File: config.mk
export PLATFORM = sky130hd
export DESIGN_NAME = seg7_scan_rx
export DESIGN_NICKNAME = d
export VERILOG_FILES = /design/src/rtl/seg7_pkg.sv /design/src/rtl/seg7_inv_lut.sv /design/src/rtl/seg7_scan_rx.sv
export SDC_FILE = /design/constraint.sdc
export NUM_CORES = 1
export LEC_CHECK = 0
export ABC_AREA = 1
export CORE_MARGIN = 2
export CORE_UTILIZATION = 62
export CTS_BUF_LIST = sky130_fd_sc_hd__clkbuf_4 sky130_fd_sc_hd__clkbuf_8
export DETAILED_ROUTE_END_ITERATION = 16
export PLACE_DENSITY = 0.85
export SYNTH_ARGS = -nofsm -noshare
export SYNTH_HDL_FRONTEND = slang
export SYNTH_SLANG_ARGS = --single-unit
File: constraint.sdc
create_clock -name clk -period 4.55 [get_ports clk]
set_input_delay 0.91 -clock clk [delete_from_list [all_inputs] [get_ports clk]]
set_output_delay 0.91 -clock clk [all_outputs]
set_load 0.02 [all_outputs]
File: src/rtl/seg7_pkg.sv
// seg7_pkg: shared definitions for seven-segment display decoding.
// Glyphs are active-low with segment a in bit 0 and segment g in bit 6.
// Contents: the sixteen hex glyph constants, the all-off blank pattern,
// and the packed decode-result struct returned by seg7_inv_lut.
package seg7_pkg;

    localparam logic [6:0] SEG_0 = 7'h40;
    localparam logic [6:0] SEG_1 = 7'h79;
    localparam logic [6:0] SEG_2 = 7'h24;
    localparam logic [6:0] SEG_3 = 7'h30;
    localparam logic [6:0] SEG_4 = 7'h19;
    localparam logic [6:0] SEG_5 = 7'h12;
    localparam logic [6:0] SEG_6 = 7'h02;
    localparam logic [6:0] SEG_7 = 7'h78;
    localparam logic [6:0] SEG_8 = 7'h00;
    localparam logic [6:0] SEG_9 = 7'h18;
    localparam logic [6:0] SEG_A = 7'h08;
    localparam logic [6:0] SEG_B = 7'h03;
    localparam logic [6:0] SEG_C = 7'h46;
    localparam logic [6:0] SEG_D = 7'h21;
    localparam logic [6:0] SEG_E = 7'h06;
    localparam logic [6:0] SEG_F = 7'h0E;

    localparam logic [6:0] SEG_BLANK = 7'h7F;

    // legal: pattern is one of the sixteen hex glyphs (nib valid)
    // blank: pattern is all segments off (legal is 0)
    // neither set: illegal pattern
    typedef struct packed {
        logic       legal;
        logic       blank;
        logic [3:0] nib;
    } seg7_dec_t;

endpackage

File: src/rtl/seg7_inv_lut.sv
// seg7_inv_lut: combinational inverse glyph map, active-low segments to nibble.
// Ports:
//   seg_n - 7-bit active-low segment pattern (bit 0 = a, bit 6 = g)
//   dec   - decode result {legal, blank, nib}; nib is 0 unless legal
module seg7_inv_lut
    import seg7_pkg::*;
(
    input  logic [6:0] seg_n,
    output seg7_dec_t  dec
);

    always_comb begin
        dec.legal = 1'b1;
        dec.blank = 1'b0;
        dec.nib   = 4'h0;
        case (seg_n)
            SEG_0:     dec.nib = 4'h0;
            SEG_1:     dec.nib = 4'h1;
            SEG_2:     dec.nib = 4'h2;
            SEG_3:     dec.nib = 4'h3;
            SEG_4:     dec.nib = 4'h4;
            SEG_5:     dec.nib = 4'h5;
            SEG_6:     dec.nib = 4'h6;
            SEG_7:     dec.nib = 4'h7;
            SEG_8:     dec.nib = 4'h8;
            SEG_9:     dec.nib = 4'h9;
            SEG_A:     dec.nib = 4'hA;
            SEG_B:     dec.nib = 4'hB;
            SEG_C:     dec.nib = 4'hC;
            SEG_D:     dec.nib = 4'hD;
            SEG_E:     dec.nib = 4'hE;
            SEG_F:     dec.nib = 4'hF;
            SEG_BLANK: begin
                dec.legal = 1'b0;
                dec.blank = 1'b1;
            end
            default:   dec.legal = 1'b0;
        endcase
    end

endmodule

File: src/rtl/seg7_scan_rx.sv
// seg7_scan_rx: receive side of a multiplexed seven-segment display.
// Samples the active-low segment bus and digit strobes, requires a pattern
// to hold for STABLE_CYCLES consecutive samples, then commits the decoded
// nibble (or blank/illegal status) to the strobed digit's register.
// Ports:
//   clk, rst     - clock, asynchronous active-high reset
//   seg_n        - active-low segment bus (bit 0 = a, bit 6 = g)
//   dig_en_n     - active-low digit strobes, one low per scan slot
//   value        - decoded nibbles, digit i at [4i+3:4i]
//   digit_valid  - per-digit legal-glyph flag
//   update       - one-cycle pulse when any digit value/valid changes
//   err          - one-cycle pulse on illegal glyph commit or multi-hot entry
module seg7_scan_rx
    import seg7_pkg::*;
#(
    parameter int unsigned DIGITS        = 8,
    parameter int unsigned STABLE_CYCLES = 4
) (
    input  logic                  clk,
    input  logic                  rst,
    input  logic [6:0]            seg_n,
    input  logic [DIGITS-1:0]     dig_en_n,
    output logic [4*DIGITS-1:0]   value,
    output logic [DIGITS-1:0]     digit_valid,
    output logic                  update,
    output logic                  err
);

    localparam int unsigned    SW      = (DIGITS > 1) ? $clog2(DIGITS) : 1;
    localparam int unsigned    CW      = $clog2(STABLE_CYCLES + 1);
    localparam logic [CW-1:0]  CNT_MAX = CW'(STABLE_CYCLES);

    // Strobe decode
    logic [3:0]          w_nlow;
    logic [SW-1:0]       w_sel;
    logic                w_one;
    logic                w_multi;

    // Previous sample; r_prev_vld = 0 encodes "no strobe"
    logic                r_prev_vld;
    logic [SW-1:0]       r_prev_sel;
    logic [6:0]          r_prev_seg;

    logic [CW-1:0]       r_cnt;
    logic [CW-1:0]       w_cnt_nxt;
    logic                w_same;
    logic                w_commit;

    logic                r_multi;

    logic [4*DIGITS-1:0] r_value;
    logic [DIGITS-1:0]   r_valid;
    logic                r_update;
    logic                r_err;

    logic [4*DIGITS-1:0] w_value_nxt;
    logic [DIGITS-1:0]   w_valid_nxt;
    logic                w_upd;
    logic                w_ill;
    logic [3:0]          w_old_nib;
    logic                w_old_vld;

    seg7_dec_t           w_dec;

    seg7_inv_lut u_lut (
        .seg_n (seg_n),
        .dec   (w_dec)
    );

    always_comb begin
        w_nlow = '0;
        w_sel  = '0;
        for (int unsigned i = 0; i < DIGITS; i++) begin
            if (!dig_en_n[i]) begin
                w_nlow = w_nlow + 4'd1;
                w_sel  = SW'(i);
            end
        end
    end

    assign w_one   = (w_nlow == 4'd1);
    assign w_multi = (w_nlow > 4'd1);

    // A strobe change with an identical pattern is a different sample.
    assign w_same = r_prev_vld && (r_prev_sel == w_sel) && (r_prev_seg == seg_n);

    always_comb begin
        w_cnt_nxt = '0;
        if (w_one) begin
            if (!w_same)
                w_cnt_nxt = CW'(1);
            else if (r_cnt == CNT_MAX)
                w_cnt_nxt = r_cnt;
            else
                w_cnt_nxt = r_cnt + CW'(1);
        end
    end

    // Commit only on the transition into CNT_MAX. With a single-cycle
    // dwell the load of 1 is itself the arrival, so a fresh sample commits.
    assign w_commit = w_one &&
                      (w_same ? (r_cnt == CNT_MAX - CW'(1)) : (STABLE_CYCLES == 1));

    assign w_old_nib = r_value[{w_sel, 2'b00} +: 4];
    assign w_old_vld = r_valid[w_sel];

    always_comb begin
        w_value_nxt = r_value;
        w_valid_nxt = r_valid;
        w_upd       = 1'b0;
        w_ill       = 1'b0;
        if (w_commit) begin
            if (w_dec.legal) begin
                w_value_nxt[{w_sel, 2'b00} +: 4] = w_dec.nib;
                w_valid_nxt[w_sel]               = 1'b1;
                w_upd = !w_old_vld || (w_old_nib != w_dec.nib);
            end else begin
                w_valid_nxt[w_sel] = 1'b0;
                w_upd = w_old_vld;
                w_ill = !w_dec.blank;
            end
        end
    end

    always_ff @(posedge clk or posedge rst) begin
        if (rst) begin
            r_prev_vld <= 1'b0;
            r_prev_sel <= '0;
            r_prev_seg <= SEG_BLANK;
            r_cnt      <= '0;
            r_multi    <= 1'b0;
            r_value    <= '0;
            r_valid    <= '0;
            r_update   <= 1'b0;
            r_err      <= 1'b0;
        end else begin
            r_prev_vld <= w_one;
            r_prev_sel <= w_one ? w_sel : '0;
            r_prev_seg <= w_one ? seg_n : SEG_BLANK;
            r_cnt      <= w_cnt_nxt;
            r_multi    <= w_multi;
            r_value    <= w_value_nxt;
            r_valid    <= w_valid_nxt;
            r_update   <= w_upd;
            r_err      <= w_ill || (w_multi && !r_multi);
        end
    end

    assign value       = r_value;
    assign digit_valid = r_valid;
    assign update      = r_update;
    assign err         = r_err;

endmodule

== Word level (Yosys, flattened, before mapping) ==
Index checks and enable logic that the tools add are counted.
W data, S select, Z words.

* Register bits: 57
* Logic and storage cells: 97

* $lt $le $gt $ge: 3
* Mux-type cells: 34
* Reduce and logical (&&, ||, !) cells: 13
* Add/sub/neg operators: 9
* Bitwise logic cells: 3
* Shift operators: 3
* Eq/ne operators: 23

{| class="wikitable"
|+ Operator list
! operator !! count
|-
| $pmux W4 S15 || 1
|-
| $eq A7 B7 Y1 const B || 5
|-
| $bwmux W32 || 1
|-
| $shift A4 B7 Y32 const A || 1
|-
| $shiftx A32 B6 Y4 || 1
|-
| $shiftx A4 B7 Y32 || 1
|-
| $mux W3 || 10
|-
| $add A4 B1 Y4 const B || 7
|-
| $mux W4 || 7
|-
| $eq A7 B5 Y1 const B || 3
|-
| $eq A7 B6 Y1 const B || 3
|-
| $reduce_or A16 Y1 || 1
|-
| $eq A7 B2 Y1 const B || 2
|-
| $eq A7 B4 Y1 const B || 2
|-
| $mux W1 || 11
|-
| $and A8 B8 Y8 || 1
|-
| $mux W8 || 1
|-
| $not A8 Y8 || 1
|-
| $or A8 B8 Y8 || 1
|-
| $eq A7 B3 Y1 const B || 1
|-
| $eq A7 B7 Y1 || 1
|-
| $logic_not A7 Y1 || 1
|-
| $mux W7 || 1
|-
| $neg A5 Y7 || 1
|-
| other kinds (16) || 23
|}

== Depth between registers and ports, before layout ==
* Word-level depth: 19
* Gate-level depth with buffers: 32
* Gate-level depth less buffers: 31

== Hierarchy ==
A second synthesis with hierarchy kept.

* Cell total of the unflattened synthesis: 737
* Area, all modules: 4732.0 um^2

{| class="wikitable"
|+ By module, submodules not included
! module !! instances !! cells an instance !! area each (um^2) !! seq. area each (um^2)
|-
| seg7_scan_rx || 1 || 660 || 4406.7 || 1435.1
|-
| seg7_inv_lut || 1 || 77 || 325.3 || 0.0
|}

== Least setup slack after synthesis ==
No wires, ideal clock.

* Path kind: in2reg
* From: input port dig_en_n[0]
* To: register r_value[10] (netlist: value[10])
* Slack: 0.435 ns
* Path buffers: 1
* Required time: 4.432 ns
* Stages: 30
* Arrival: 3.997 ns
* Cell sequence: inv_1 > ha_1 > inv_2 > nand2_4 > nand2_4 > inv_2 > nand2_1 > nand3_1 > nand2_1 > inv_1 > ha_1 > or2_2 > nand2_1 > nand2_1 > nand3_1 > nand2_1 > ha_1 > nand2_1 > o21ai_0 > nand2_1 > nand2_1 > inv_1 > nand2_1 > nand2_1 > nand2_2 > nor2_4 > buf_6 > nand4_1 > nand2_1 > nand2_1

* Longest elaborated chain between the ends: 18

{| class="wikitable"
|+ Ends and longest elaborated chain
! what !! RTL line !! RTL
|-
| from (decl) || seg7_scan_rx.sv:22 || <nowiki>input logic [DIGITS-1:0] dig_en_n,</nowiki>
|-
| $mux W1 (*) || seg7_scan_rx.sv:74 || <nowiki>if (!dig_en_n[i]) begin</nowiki>
|-
| $add A4 B1 Y4 || seg7_scan_rx.sv:75 || <nowiki>w_nlow = w_nlow + 4'd1;</nowiki>
|-
| $mux W4 (*) || seg7_scan_rx.sv:74 ||
|-
| $add A4 B1 Y4 || seg7_scan_rx.sv:75 ||
|-
| $mux W4 (*) || seg7_scan_rx.sv:74 ||
|-
| $add A4 B1 Y4 || seg7_scan_rx.sv:75 ||
|-
| $mux W4 (*) || seg7_scan_rx.sv:74 ||
|-
| $add A4 B1 Y4 || seg7_scan_rx.sv:75 ||
|-
| [... 2 more ...] || -- ||
|-
| $mux W4 (*) || seg7_scan_rx.sv:74 ||
|-
| $add A4 B1 Y4 || seg7_scan_rx.sv:75 ||
|-
| $mux W4 (*) || seg7_scan_rx.sv:74 ||
|-
| $add A4 B1 Y4 || seg7_scan_rx.sv:75 ||
|-
| $mux W4 (*) || seg7_scan_rx.sv:74 ||
|-
| $eq A4 B1 Y1 (*) || seg7_scan_rx.sv:81 || <nowiki>assign w_one = (w_nlow == 4'd1);</nowiki>
|-
| $logic_and A1 B1 Y1 (*) || seg7_scan_rx.sv:101 || <nowiki>assign w_commit = w_one &&</nowiki>
|-
| $reduce_and A2 Y1 (no line) (*) || -- ||
|-
| to (signal assigned) || seg7_scan_rx.sv:142 || <nowiki>r_value <= w_value_nxt;</nowiki>
|-
| to (decl) || seg7_scan_rx.sv:51 || <nowiki>logic [4*DIGITS-1:0] r_value;</nowiki>
|}

Every way passes the cells marked *; elsewhere a longest branch is shown, timed or not.
A chain may end at the register's enable or synchronous reset.

== Worst setup path after layout ==
* From: input port dig_en_n[2]
* To: register r_value[17] (netlist: value[17])

* Longest elaborated chain between the ends: 14
* Elaborated cells on any way between the ends: 28
* Those cells by class: add/sub (6); eq/ne (2); shift (2); mux (14); reduce/logical (4)

{| class="wikitable"
|+ Ends and longest elaborated chain
! what !! RTL line
|-
| $mux W4 || seg7_scan_rx.sv:74
|-
| $add A4 B1 Y4 || seg7_scan_rx.sv:75
|-
| $mux W4 || seg7_scan_rx.sv:74
|-
| $add A4 B1 Y4 || seg7_scan_rx.sv:75
|-
| $mux W4 || seg7_scan_rx.sv:74
|-
| $add A4 B1 Y4 || seg7_scan_rx.sv:75
|-
| $mux W4 || seg7_scan_rx.sv:74
|-
| $add A4 B1 Y4 || seg7_scan_rx.sv:75
|-
| $mux W4 || seg7_scan_rx.sv:74
|-
| $add A4 B1 Y4 || seg7_scan_rx.sv:75
|-
| $mux W4 || seg7_scan_rx.sv:74
|-
| $eq A4 B1 Y1 || seg7_scan_rx.sv:81
|-
| $logic_and A1 B1 Y1 || seg7_scan_rx.sv:101
|-
| $reduce_and A2 Y1 (no line) || --
|}

Parallel ways exist; a longest one is shown, timed or not.

==> qor.txt <==
Final ANT Viol Nets: 0
Design Power: 1.42 mW
CP Class: in -> reg
Slew Limit Fails: 0
yosys warns: 0
Setup-failing EPs final: 0
DR vias/cell: 5.95
Setup crit end kind: register
Final Instance Count excl. Fillers: 869
# diodes: 0
# H-tree levels: 3
# IOs: 59
hold endpoint: err
Setup Skew: 0.00606 ns
hold path start: r_multi
Final Hold Vio Count: 0
hold path cells: 1
sequential area share after synthesis: 31.4%
core area: 0.00721 mm2
antenna violations before repair: 0
synthesized area per cell: 6.68 um2
Yosys reg bits: 57
Setup WS post-layout: 0.281 ns
placed instance area: 0.00540 mm2
gpl congestion: 1.03
clk buf depth: 2
WL/cell: 16.2 um
die area: 0.00807 mm2
fmax: 234 MHz
worst slew pin tran: 0.676 ns
number of global-route vias before repair: 4784
peak supply drop: 218 uV
input/output buffers: 58
RSZ-0062 raised after global routing: false
CTS Sinks: 57
layout cell share with drive strength beyond 1: 17.9%
largest net degree at the start of global routing: 51
total CTS buffers: 9
FF-to-FF Start: r_prev_seg[5]
Place WS: -0.487 ns
global-route wire length before repair: 22700 um
commonest non-fill, non-tap cell in the layout: nand2_1
critical path arrival: 4.52 ns
leakage: 2.94 nW
max incr delay on CP: 0.45 ns
Vias: 5174
Pwr Density: 245 mW/mm2
Syn-to-layout area delta: 27.1%
met3 usage: 7.38%
Async SR Flop Fraction: 100%
predominant post-synthesis flop cell: dfrtp_1
Most Used Layer, Global Route: met2
final WL: 14100 um
total iterations of the first detailed-routing run: 8
final worst path period need: 4.27 ns
DRC: 0
hold slack: 0.480 ns
Clock Latency Late Sink: 0.36 ns
most frequent cells in the layout: nand2_1 (194), nand3_1 (69), nor2_1 (64)
Final Cycle Share: 93.8%
DP Wirelength: 9920 um
die width: 89.9 um
total global-route track usage: 34.5%
Post-Syn Instances: 684
CP most frequent cell: nand2_1
met1 Use GR: 46.9%
Critical Path Source Type: primary input
Inst Count DP: 846
slowest CP cell: clkdlybuf4s50_1
Cell variety after synth: 44
row count: 31
reg2reg setup slack: 1.96 ns
Iter 0 DRT Violations: 548
Mapped Nets: 716
reg2reg path depth: 9
worst hold path class: reg -> reg
gr ovfl total: 0
setup TNS: 0 ns
slew margin rel.: 54.6%
CTS tree: built
outcome: finished, final reports clean
Final #Nets: 797
end-of-flow core utilization: 80.5%
root buf cell: clkbuf_8
final instance area: 0.00581 mm2
worst path required time: 4.80 ns
effective utilization at floorplan: 63.4%
Max-cap violations: 0
synthesized cell area: 0.00457 mm2
die height: 89.9 um
met2 usage: 55.1%
crit-path max FO: 6
EDFF count, synth: 0
clock slew seen by the registers of the worst setup and hold paths: 0.07 ns
area by class of cell:
class / instances / area (um2)
inverters: 73 / 277
clock buffers: 13 / 166
flip-flops and latches: 57 / 1440
multi-input cells: 526 / 2840
well taps: 99 / 124
fillers: 519 / 1410
repair buffers: 98 / 950
clock inverters: 3 / 15.0
worst max path at each step:
stage               depth (start not counted)  slack, ns        start         to
floorplan                                  30       0.43  dig_en_n[0]  value[10]
finish                                     30       0.28  dig_en_n[2]  value[17]
global placement                           31      -0.28  dig_en_n[0]  value[12]
detailed placement                         27      -0.49  dig_en_n[0]   register
CTS                                        28       0.02  dig_en_n[0]  value[14]
global route                               31       0.05  dig_en_n[2]  value[19]
what timing repair did:
item / CTS / global route
gates resized for setup: 11 / 29
hold buffers: 0 / 0
setup endpoints to repair: 43 / 55
hold endpoints to repair: 0 / 0
gates cloned: 1 / 0
buffers inserted: 2 / 4
pin swaps: 2 / 10
worst max-delay path, delay by kind of cell:
family / cells / cell delay [ns]
AO/OA/AOI/OAI: 1 / 0.07
buffers and inverters: 7 / 1.06
AND/OR/NAND/NOR: 20 / 1.88
adder cells (fa/ha/maj): 2 / 0.59
routing by layer:
layer	wire [um]	up-vias
met5	0	-
met4	363	0
met3	1310	52
met2	6620	303
met1	5800	2377
li1	-	2442
cells in the mapped netlist, types with 2 or more instances:
cell      count  area, um2
nand4_1      47        294
clkbuf_1     12       45.0
nor2_1       65        244
buf_1         2       7.51
or2_1         2       12.5
inv_2        11       41.3
or2_2         3       18.8
o22ai_1       7       43.8
dfstp_2       7        184
a21oi_1       6       30.0
nand2_4       3       33.8
ha_1         15        188
xnor2_1       4       35.0
nand2_2      11       68.8
buf_2         7       35.0
xor2_1        5       43.8
nor2_4        2       22.5
nor3_1       28        140
nor4_1        6       37.5
nand4_2       5       62.6
o21ai_1       3       15.0
o21ai_0      12       60.1
o31ai_1       2       15.0
nand2_1     206        773
buf_4         4       30.0
dfrtp_1      50       1250
nand3_1      75        375
buf_6         3       33.8
inv_1        61        229
nand3_2       6       60.1
where the power goes:
part / internal, mW / switching (mW) / total, mW
Clock: 0.237 / 0.210 / 0.447
Combinational: 0.161 / 0.271 / 0.432
Sequential: 0.532 / 0.0119 / 0.544
cells by family after synthesis:
logic type,after synthesis,synth area share (%)
buf+inv,101,9.36
compound gates,36,4.63
fa+ha+maj,15,4.11
simple gates,466,48.8
xor+xnor,9,1.72
flops,57,31.4
Note: power is estimated with default switching activity, not from simulation.
